$ cat src/rtl/spirose_mux_pkg.sv
// Shared types and defaults for the LED-column multiplexing scheduler.
package spirose_mux_pkg;

  typedef enum logic [2:0] {
    IDLE,
    WAIT_SYNC,
    WAIT_COL,
    DEAD,
    ON,
    FAULT
  } mux_state_t;

  localparam int NB_COLUMNS_DEFAULT      = 8;
  localparam int DEAD_TIME_DEFAULT       = 16;
  localparam int WATCHDOG_CYCLES_DEFAULT = 1_000_000;

endpackage

$ cat src/rtl/sync_edge_detect.sv
// Two-flop synchroniser for an asynchronous pin plus a registered rising-edge pulse.
module sync_edge_detect (
  input  logic clock_66,
  input  logic nrst,
  input  logic i_async,
  output logic o_rise
);

  logic r_meta;
  logic r_sync;
  logic r_prev;
  logic r_rise;

  // The pulse is registered, so it appears three edges after the pin rises.
  always_ff @(posedge clock_66 or negedge nrst) begin
    if (!nrst) begin
      r_meta <= 1'b0;
      r_sync <= 1'b0;
      r_prev <= 1'b0;
      r_rise <= 1'b0;
    end else begin
      r_meta <= i_async;
      r_sync <= r_meta;
      r_prev <= r_sync;
      r_rise <= r_sync & ~r_prev;
    end
  end

  assign o_rise = r_rise;

endmodule

$ cat src/rtl/column_mux_scheduler.sv
// One-hot LED column enable sequencer: dead-time gaps between columns, sync realignment
// to column 0, and a watchdog that blanks the columns if the driver stops handshaking.
module column_mux_scheduler
  import spirose_mux_pkg::*;
#(
  parameter int NB_COLUMNS      = NB_COLUMNS_DEFAULT,
  parameter int DEAD_TIME       = DEAD_TIME_DEFAULT,
  parameter int WATCHDOG_CYCLES = WATCHDOG_CYCLES_DEFAULT
) (
  input  logic                          clock_66,
  input  logic                          nrst,
  input  logic                          i_enable,
  input  logic                          i_position_sync,
  input  logic                          i_column_ready,
  output logic [NB_COLUMNS-1:0]         o_mux_out,
  output logic [$clog2(NB_COLUMNS)-1:0] o_column_index,
  output logic                          o_frame_start,
  output logic                          o_fault
);

  localparam int IDX_W = $clog2(NB_COLUMNS);
  localparam int DC_W  = $clog2(DEAD_TIME + 1);
  localparam int WD_W  = $clog2(WATCHDOG_CYCLES + 1);

  localparam logic [IDX_W-1:0] IDX_LAST  = IDX_W'(NB_COLUMNS - 1);
  localparam logic [DC_W-1:0]  DEAD_LOAD = DC_W'(DEAD_TIME - 1);
  localparam logic [WD_W-1:0]  WD_LAST   = WD_W'(WATCHDOG_CYCLES - 1);

  mux_state_t             r_state;
  logic [IDX_W-1:0]       r_column_index;
  logic                   r_restart_pending;
  logic [DC_W-1:0]        r_dead_cnt;
  logic [WD_W-1:0]        r_wd_cnt;
  logic [NB_COLUMNS-1:0]  r_mux_out;
  logic                   r_frame_start;
  logic                   r_fault;

  mux_state_t             w_state_next;
  logic [IDX_W-1:0]       w_index_next;
  logic                   w_restart_next;
  logic [DC_W-1:0]        w_dead_next;
  logic [WD_W-1:0]        w_wd_next;
  logic [NB_COLUMNS-1:0]  w_mux_next;
  logic                   w_frame_next;
  logic                   w_fault_next;
  logic                   w_sync_edge;
  logic [IDX_W-1:0]       w_index_wrap;

  sync_edge_detect u_sync (
    .clock_66 (clock_66),
    .nrst     (nrst),
    .i_async  (i_position_sync),
    .o_rise   (w_sync_edge)
  );

  assign w_index_wrap = (r_column_index == IDX_LAST) ? '0 : r_column_index + 1'b1;

  always_comb begin
    w_state_next   = r_state;
    w_index_next   = r_column_index;
    w_restart_next = r_restart_pending;
    w_dead_next    = r_dead_cnt;
    w_wd_next      = '0;
    w_frame_next   = 1'b0;

    case (r_state)
      IDLE: begin
        if (i_enable) w_state_next = WAIT_SYNC;
      end
      WAIT_SYNC: begin
        if (w_sync_edge) begin
          w_state_next   = WAIT_COL;
          w_index_next   = '0;
          w_restart_next = 1'b1;
        end
      end
      WAIT_COL: begin
        w_wd_next = r_wd_cnt + 1'b1;
        if (w_sync_edge) w_restart_next = 1'b1;
        if (i_column_ready) begin
          w_state_next = DEAD;
          w_dead_next  = DEAD_LOAD;
          w_wd_next    = '0;
        end else if (r_wd_cnt == WD_LAST) begin
          w_state_next = FAULT;
        end
      end
      DEAD: begin
        // column_ready is deliberately ignored here: it neither shortens the gap nor feeds the watchdog
        w_wd_next = r_wd_cnt + 1'b1;
        if (w_sync_edge) w_restart_next = 1'b1;
        if (r_wd_cnt == WD_LAST) begin
          w_state_next = FAULT;
        end else if (r_dead_cnt == '0) begin
          w_state_next = ON;
          if (r_restart_pending || w_sync_edge) begin
            w_index_next   = '0;
            w_frame_next   = 1'b1;
            w_restart_next = 1'b0;
          end else begin
            w_index_next = w_index_wrap;
          end
        end else begin
          w_dead_next = r_dead_cnt - 1'b1;
        end
      end
      ON: begin
        w_wd_next = r_wd_cnt + 1'b1;
        if (w_sync_edge) w_restart_next = 1'b1;
        if (i_column_ready) begin
          w_state_next = DEAD;
          w_dead_next  = DEAD_LOAD;
          w_wd_next    = '0;
        end else if (r_wd_cnt == WD_LAST) begin
          w_state_next = FAULT;
        end
      end
      FAULT: begin
        w_state_next = FAULT;
      end
      default: begin
        w_state_next = IDLE;
      end
    endcase

    if (!i_enable) begin
      w_state_next   = IDLE;
      w_index_next   = '0;
      w_restart_next = 1'b0;
      w_dead_next    = '0;
      w_wd_next      = '0;
      w_frame_next   = 1'b0;
    end

    // Outputs follow the next state so mux_out is a clean register, never a decoded glitch
    w_mux_next   = (w_state_next == ON) ? (NB_COLUMNS'(1) << w_index_next) : '0;
    w_fault_next = (w_state_next == FAULT);
  end

  always_ff @(posedge clock_66 or negedge nrst) begin
    if (!nrst) begin
      r_state           <= IDLE;
      r_column_index    <= '0;
      r_restart_pending <= 1'b0;
      r_dead_cnt        <= '0;
      r_wd_cnt          <= '0;
      r_mux_out         <= '0;
      r_frame_start     <= 1'b0;
      r_fault           <= 1'b0;
    end else begin
      r_state           <= w_state_next;
      r_column_index    <= w_index_next;
      r_restart_pending <= w_restart_next;
      r_dead_cnt        <= w_dead_next;
      r_wd_cnt          <= w_wd_next;
      r_mux_out         <= w_mux_next;
      r_frame_start     <= w_frame_next;
      r_fault           <= w_fault_next;
    end
  end

  assign o_mux_out      = r_mux_out;
  assign o_column_index = r_column_index;
  assign o_frame_start  = r_frame_start;
  assign o_fault        = r_fault;

endmodule
$ cat config.mk
export PLATFORM = sky130hd
export DESIGN_NAME = column_mux_scheduler
export DESIGN_NICKNAME = d
export VERILOG_FILES = /design/src/rtl/spirose_mux_pkg.sv /design/src/rtl/sync_edge_detect.sv /design/src/rtl/column_mux_scheduler.sv
export SDC_FILE = /design/constraint.sdc
export NUM_CORES = 1
export LEC_CHECK = 0
export CAP_MARGIN = 10
export CORE_ASPECT_RATIO = 1.5
export CORE_MARGIN = 2
export CORE_UTILIZATION = 45
export CTS_CLUSTER_SIZE = 20
export DETAILED_ROUTE_END_ITERATION = 7
export GPL_TIMING_DRIVEN = 1
export PLACE_DENSITY = 0.64
export SYNTH_ARGS = -nofsm -noshare
export SYNTH_HDL_FRONTEND = slang
export SYNTH_SLANG_ARGS = --single-unit
$ cat constraint.sdc
create_clock -name clock_66 -period 2.9 [get_ports clock_66]
set_input_delay 0.29 -clock clock_66 [delete_from_list [all_inputs] [get_ports clock_66]]
set_output_delay 0.29 -clock clock_66 [all_outputs]
set_load 0.005 [all_outputs]
[Word-level counts from Yosys, hierarchy flattened]
Index checks and enable logic that the tools add are counted.
Widths: inputs -> output; s select.
Storage, ports and cells
  word-level logic and storage cells: 72
  flip-flop bits (word level): 46
  output and inout port bits: 13
  bits of input ports: 5
Cells by class
  equal/unequal tests: 14
  bitwise gates (word level): 2
  shift-type cells: 1
  muxes and demuxes: 34
  reductions and logical operators: 6
  $add $sub $neg: 3
Operators with widths (number)
  $mux 20: 2
  $pmux 20 s2: 1
  $mux 3: 12
  $add 20x1->20 const B: 1
  $eq 20x20->1 const B: 1
  $mux 5: 4
  $eq 3x3->1 const B: 5
  $pmux 3 s5: 1
  $mux 1: 10
  $pmux 5 s2: 1
  $ne 3x2->1 const B: 3
  $mux 8: 1
  $shl 1x3->8 const A: 1
  $eq 3x2->1 const B: 2
  $ne 3x3->1 const B: 2
  $pmux 3 s2: 1
  $logic_not 5->1: 1
  $sub 5x1->5 const B: 1
  $reduce_and 4->1: 1
  $add 3x1->3 const B: 1
  $eq 3x1->1 const B: 1
  $logic_not 3->1: 1
  $reduce_or 3->1: 1
  $pmux 1 s2: 1
  other kinds (4): 4

[Depth between registers and ports, before layout]
  depth after elaboration: 9
  mapped depth: 9
  mapped depth without buffers: 8

[Cells and area by module]
From an unflattened synthesis, not the netlist that was laid out.
Unflattened totals
  cells, all modules: 228
  area, all modules: 2260.9 um^2
Modules (own cells, without submodules)
  column_mux_scheduler: times used 1, cells an instance 223, sequential area each 1051.0 um^2, area each 2147.1 um^2
  sync_edge_detect: times used 1, cells an instance 5, sequential area each 100.1 um^2, area each 113.9 um^2

[Worst setup path after synthesis]
No wires, ideal clock.
  path kind: register to register
  from: reg r_wd_cnt[6]
  to: reg r_dead_cnt[4]
  stages on the path, launching flop included: 8
  data arrival time: 2.113 ns
  required time: 2.822 ns
  library setup time: 0.078 ns
  clock period less this slack: 2.190 ns
  path slack: 0.710 ns
  path buffers: 1
  cells stage by stage: dfrtp_1 or4_4 nor4_4 nand2_2 nor3b_4 buf_6 or3b_1 a21oi_1
Between the ends
  cells in the longest elaborated chain, start to end: 3
Ends and longest elaborated chain
  start: declaration: line column_mux_scheduler.sv:33  | logic [WD_W-1:0] r_wd_cnt;
  start signal: assignment: line column_mux_scheduler.sv:155  | r_wd_cnt <= w_wd_next;
  $eq 20x20->1: line column_mux_scheduler.sv:92  | if (r_wd_cnt == WD_LAST) begin
  $ne 3x3->1 (no line)
  $reduce_and 4->1 (no line)
  end signal: assignment: line column_mux_scheduler.sv:154  | r_dead_cnt <= w_dead_next;
  end: declaration: line column_mux_scheduler.sv:32  | logic [DC_W-1:0] r_dead_cnt;
No other way between the ends.
A chain may end at the register's enable or synchronous reset.

[Worst setup path in the final report]
  from: reg r_wd_cnt[6]
  to: reg r_mux_out[4] (netlist: o_mux_out[4])
Between the ends
  cells in the longest elaborated chain, start to end: 7
  elaborated cells between the ends (all ways): 12
  those cells by class: eq/ne (2); shift (1); mux (9)
Ends and longest elaborated chain
  $eq 20x20->1 *: line column_mux_scheduler.sv:84, column_mux_scheduler.sv:92, column_mux_scheduler.sv:114
  $mux 3: line column_mux_scheduler.sv:84, column_mux_scheduler.sv:114
  $mux 3: line column_mux_scheduler.sv:80  | if (i_column_ready) begin
  $pmux 3 s5: line column_mux_scheduler.sv:66  | case (r_state)
  $mux 3: line column_mux_scheduler.sv:126  | if (!i_enable) begin
  $eq 3x3->1: line column_mux_scheduler.sv:136  | w_mux_next = (w_state_next == ON) ? (NB_COLUMNS'(1) << w_index_next) : '0;
  $mux 8 *: line column_mux_scheduler.sv:136
  named net w_mux_next[4]: line column_mux_scheduler.sv:43  | logic [NB_COLUMNS-1:0] w_mux_next;
  end signal: assignment: line column_mux_scheduler.sv:156  | r_mux_out <= w_mux_next;
  end: declaration: line column_mux_scheduler.sv:34  | logic [NB_COLUMNS-1:0] r_mux_out;
Mark *: on every way through the listed nets, which the timed path passes. The rest lies on a longest branch.

==> flow_summary.json <==
{
  "drive_above_1_share_pct": 6.911,
  "yosys.area.top_type": "dfrtp_1",
  "final_area_um2": 2580,
  "period_minus_slack_ns": 2.307,
  "synthArstFlopShare_pct": 100.0,
  "avgSynthCellArea_um2": 9.883,
  "antenna_found_initial": 0,
  "setup_viol": 0,
  "cts-buffers-inserted": 5,
  "grt_pass1_vias": 1730,
  "worst-path-max-fanout": 13,
  "dp_hpwl_mm": 2.974,
  "maxSlewViolCount": 0,
  "synthToLayoutAreaGrowth_pct": 14.49,
  "synth-edff-count": 0,
  "diodes": 0,
  "syn_nets": 238,
  "netlist_instances": 228,
  "worst_slack_ns": 0.5927,
  "grt_pass1_wl_mm": 7.852,
  "wl_per_cell_um": 13.63,
  "path_class": "reg2reg",
  "clk_latency_ns": 0.30,
  "rrSetupSlack_ns": 0.59,
  "cts_setup_buffers": 0,
  "maxCapViolCount": 0,
  "cts.sinks": 46,
  "place.port_buffers": 17,
  "dp_cells": 304,
  "max_slew_margin_pct": 35.00,
  "grt_remaining_overflow": 0,
  "postRouteAntennaNets": 0,
  "critPathRequiredTime_ns": 3.12,
  "nNetsFinal": 255,
  "p_per_area_nw_per_um2": 464.7,
  "grt_max_degree": 47,
  "endpoint_kind": "flop",
  "via_per_inst": 5.446,
  "worst_pin_slew_ns": 0.9749,
  "critPathLaunchType": "flop",
  "die_h_um": 90.67,
  "worst_hold_path_type": "in2async",
  "r2r-start": "r_wd_cnt[6]$_DFF_PN0_",
  "cts_max_level": 2,
  "drt_iter0_drc": 93,
  "grt.total_usage_pct": 18.31,
  "slowest_delay_ns": 0.56,
  "fillers": 484,
  "io_pins": 18,
  "coreArea_um2": 4810,
  "finalHoldViolations": 0,
  "finalNonFillerCells": 312,
  "dr.pass1.iters": 4,
  "fmax_mhz": 433.4,
  "ctsHoldBuffers": 0,
  "synth_area_um2": 2253,
  "outcome": "completed",
  "slowest_stage": "or4_4",
  "fin_skew_ns": 0.006971,
  "wl_mm": 4.252,
  "post_cts_resized": 0,
  "path_cells": "or4_4 -> nor4_4 -> a21o_2 -> mux2i_1 -> nand3_1 -> nor3_1",
  "tns_ns": 0,
  "design.die.area_um2": 5601,
  "cts_tree": "built",
  "synth_cell_type_count": 42,
  "layout_common_cells": "dfrtp_1 (46), nor2_1 (33), nand2_1 (20)",
  "post-place-ws_ns": 0.6194,
  "fp-row-count": 31,
  "synthDominantCellAreaShare_pct": 51.08,
  "reg2reg_to": "o_mux_out[4]$_DFF_PN0_",
  "die_x_um": 61.78,
  "dpl_cell_area_um2": 2470,
  "worstRegToRegCells": 6,
  "yosys_warnings": 0,
  "drcViolationCount": 0,
  "cellLeakagePower_nw": 1.055,
  "cts-root-buf": "clkbuf_8",
  "start_util_pct": 46.85,
  "ys.flop_type": "dfrtp_1",
  "yosysSeqAreaShare_pct": 51.08,
  "hold_ws_ns": 0.1370,
  "rsz0062_at_grt": "no",
  "cp.arrival_ns": 2.53,
  "synth_area_leaders": "dfrtp_1 (51%), nor2_1 (5.5%), xor2_1 (3.9%)",
  "clk_pin_slew_ns": 0.09,
  "peakVddDrop_v": 0.0002279,
  "fin_crit_sh_pct": 79.56,
  "gp_congestion": 0.7521,
  "via_count": 1699,
  "clockBufferDepth": 2,
  "synth-seq-cells": 46,
  "final_common_cell": "dfrtp_1"
}
per-layer routing:
| metal | GRT usage, % | wire, um | up-vias | part of all wire, % |
|---|---|---|---|---|
| met5 | 0 | 0 | - | 0 |
| met4 | 6.383 | 75 | 0 | 1.8 |
| met3 | 3.868 | 97 | 6 | 2.3 |
| met2 | 30.61 | 2315 | 17 | 54 |
| met1 | 22.44 | 1764 | 848 | 41 |
| li1 | - | - | 828 | - |
logic make-up (layout without fill, tap and decap cells):
logic type / Yosys count / in the layout / share of synthesized area, %
AND/OR/NAND/NOR: 111 / 111 / 26.82
flip-flops: 46 / 46 / 51.08
AO/OA/AOI/OAI: 32 / 32 / 8.884
XOR/XNOR: 17 / 17 / 6.607
buffers and inverters: 15 / 33 / 2.887
adder cells (fa/ha/maj): 5 / 5 / 2.776
multiplexers: 2 / 2 / 0.9439
critical path, delay by kind of cell (launching register included):
family          cells  cell delay [ns]
mux                 1             0.30
compound gates      1             0.30
simple gates        4             1.20
flops               1             0.43
where the power goes:
| part | internal, mW | total (mW) | switching (mW) |
|---|---|---|---|
| registers | 0.649 | 0.660 | 0.0117 |
| clock network | 0.257 | 0.473 | 0.216 |
| logic | 0.0240 | 0.0654 | 0.0414 |
| total | 0.930 | 1.20 | 0.269 |
cells in the mapped netlist, types with 2 or more instances:
library cell and count:
and4_1 2, and3_1 3, ha_1 5, dfrtp_1 46
nand3_1 10, nor4_1 2, or3_1 3, o21a_1 2
xor2_1 10, xnor2_1 7, a21oi_1 7, a211oi_1 3
and2_1 3, nand4_1 8, nand2_1 20, nor3_1 9
nor3b_1 3, clkbuf_1 6, o31ai_1 3, nor2b_1 5
inv_1 7, a31oi_1 3, nor2_1 33, o21ai_0 10
registers in the layout, indices dropped and copies added (netlist names), 3 cells and up:
signal	cells
o_column_index	3
o_mux_out	8
r_dead_cnt	5
r_state	3
r_wd_cnt	20
how the worst max path moves through the flow:
stage / from / end / depth (start not counted)
floorplan: r_wd_cnt[6]$_DFF_PN0_ / r_dead_cnt[4]$_DFFE_PN0P_ / 7
global placement: r_wd_cnt[6]$_DFF_PN0_ / o_mux_out[4]$_DFF_PN0_ / 6
detailed placement: r_wd_cnt[6]$_DFF_PN0_ / o_mux_out[4]$_DFF_PN0_ / 6
CTS: r_wd_cnt[6]$_DFF_PN0_ / o_mux_out[4]$_DFF_PN0_ / 6
global route: r_wd_cnt[6]$_DFF_PN0_ / o_mux_out[4]$_DFF_PN0_ / 6
finish: r_wd_cnt[6]$_DFF_PN0_ / o_mux_out[4]$_DFF_PN0_ / 6
layout make-up:
cell class	count	area, um^2	area share (%)
clock inverter	2	37.54	1.455
tap	66	82.58	3.201
clock buffer	6	72.57	2.813
timing repair buffer	18	172.7	6.693
multi-input combinational	167	1037	40.20
sequential	46	1151	44.62
inverter	7	26.28	1.018
per-stage QoR:
stage,power [mW],utilization [%]
4_1_cts,1.214,53.64
6_report,1.199,53.64
5_1_grt,1.248,53.64
3_5_place_dp,0.7389,51.35
3_3_place_gp,0.7393,51.35
2_1_floorplan,0.7107,-
(Power assumes the default switching activity.)
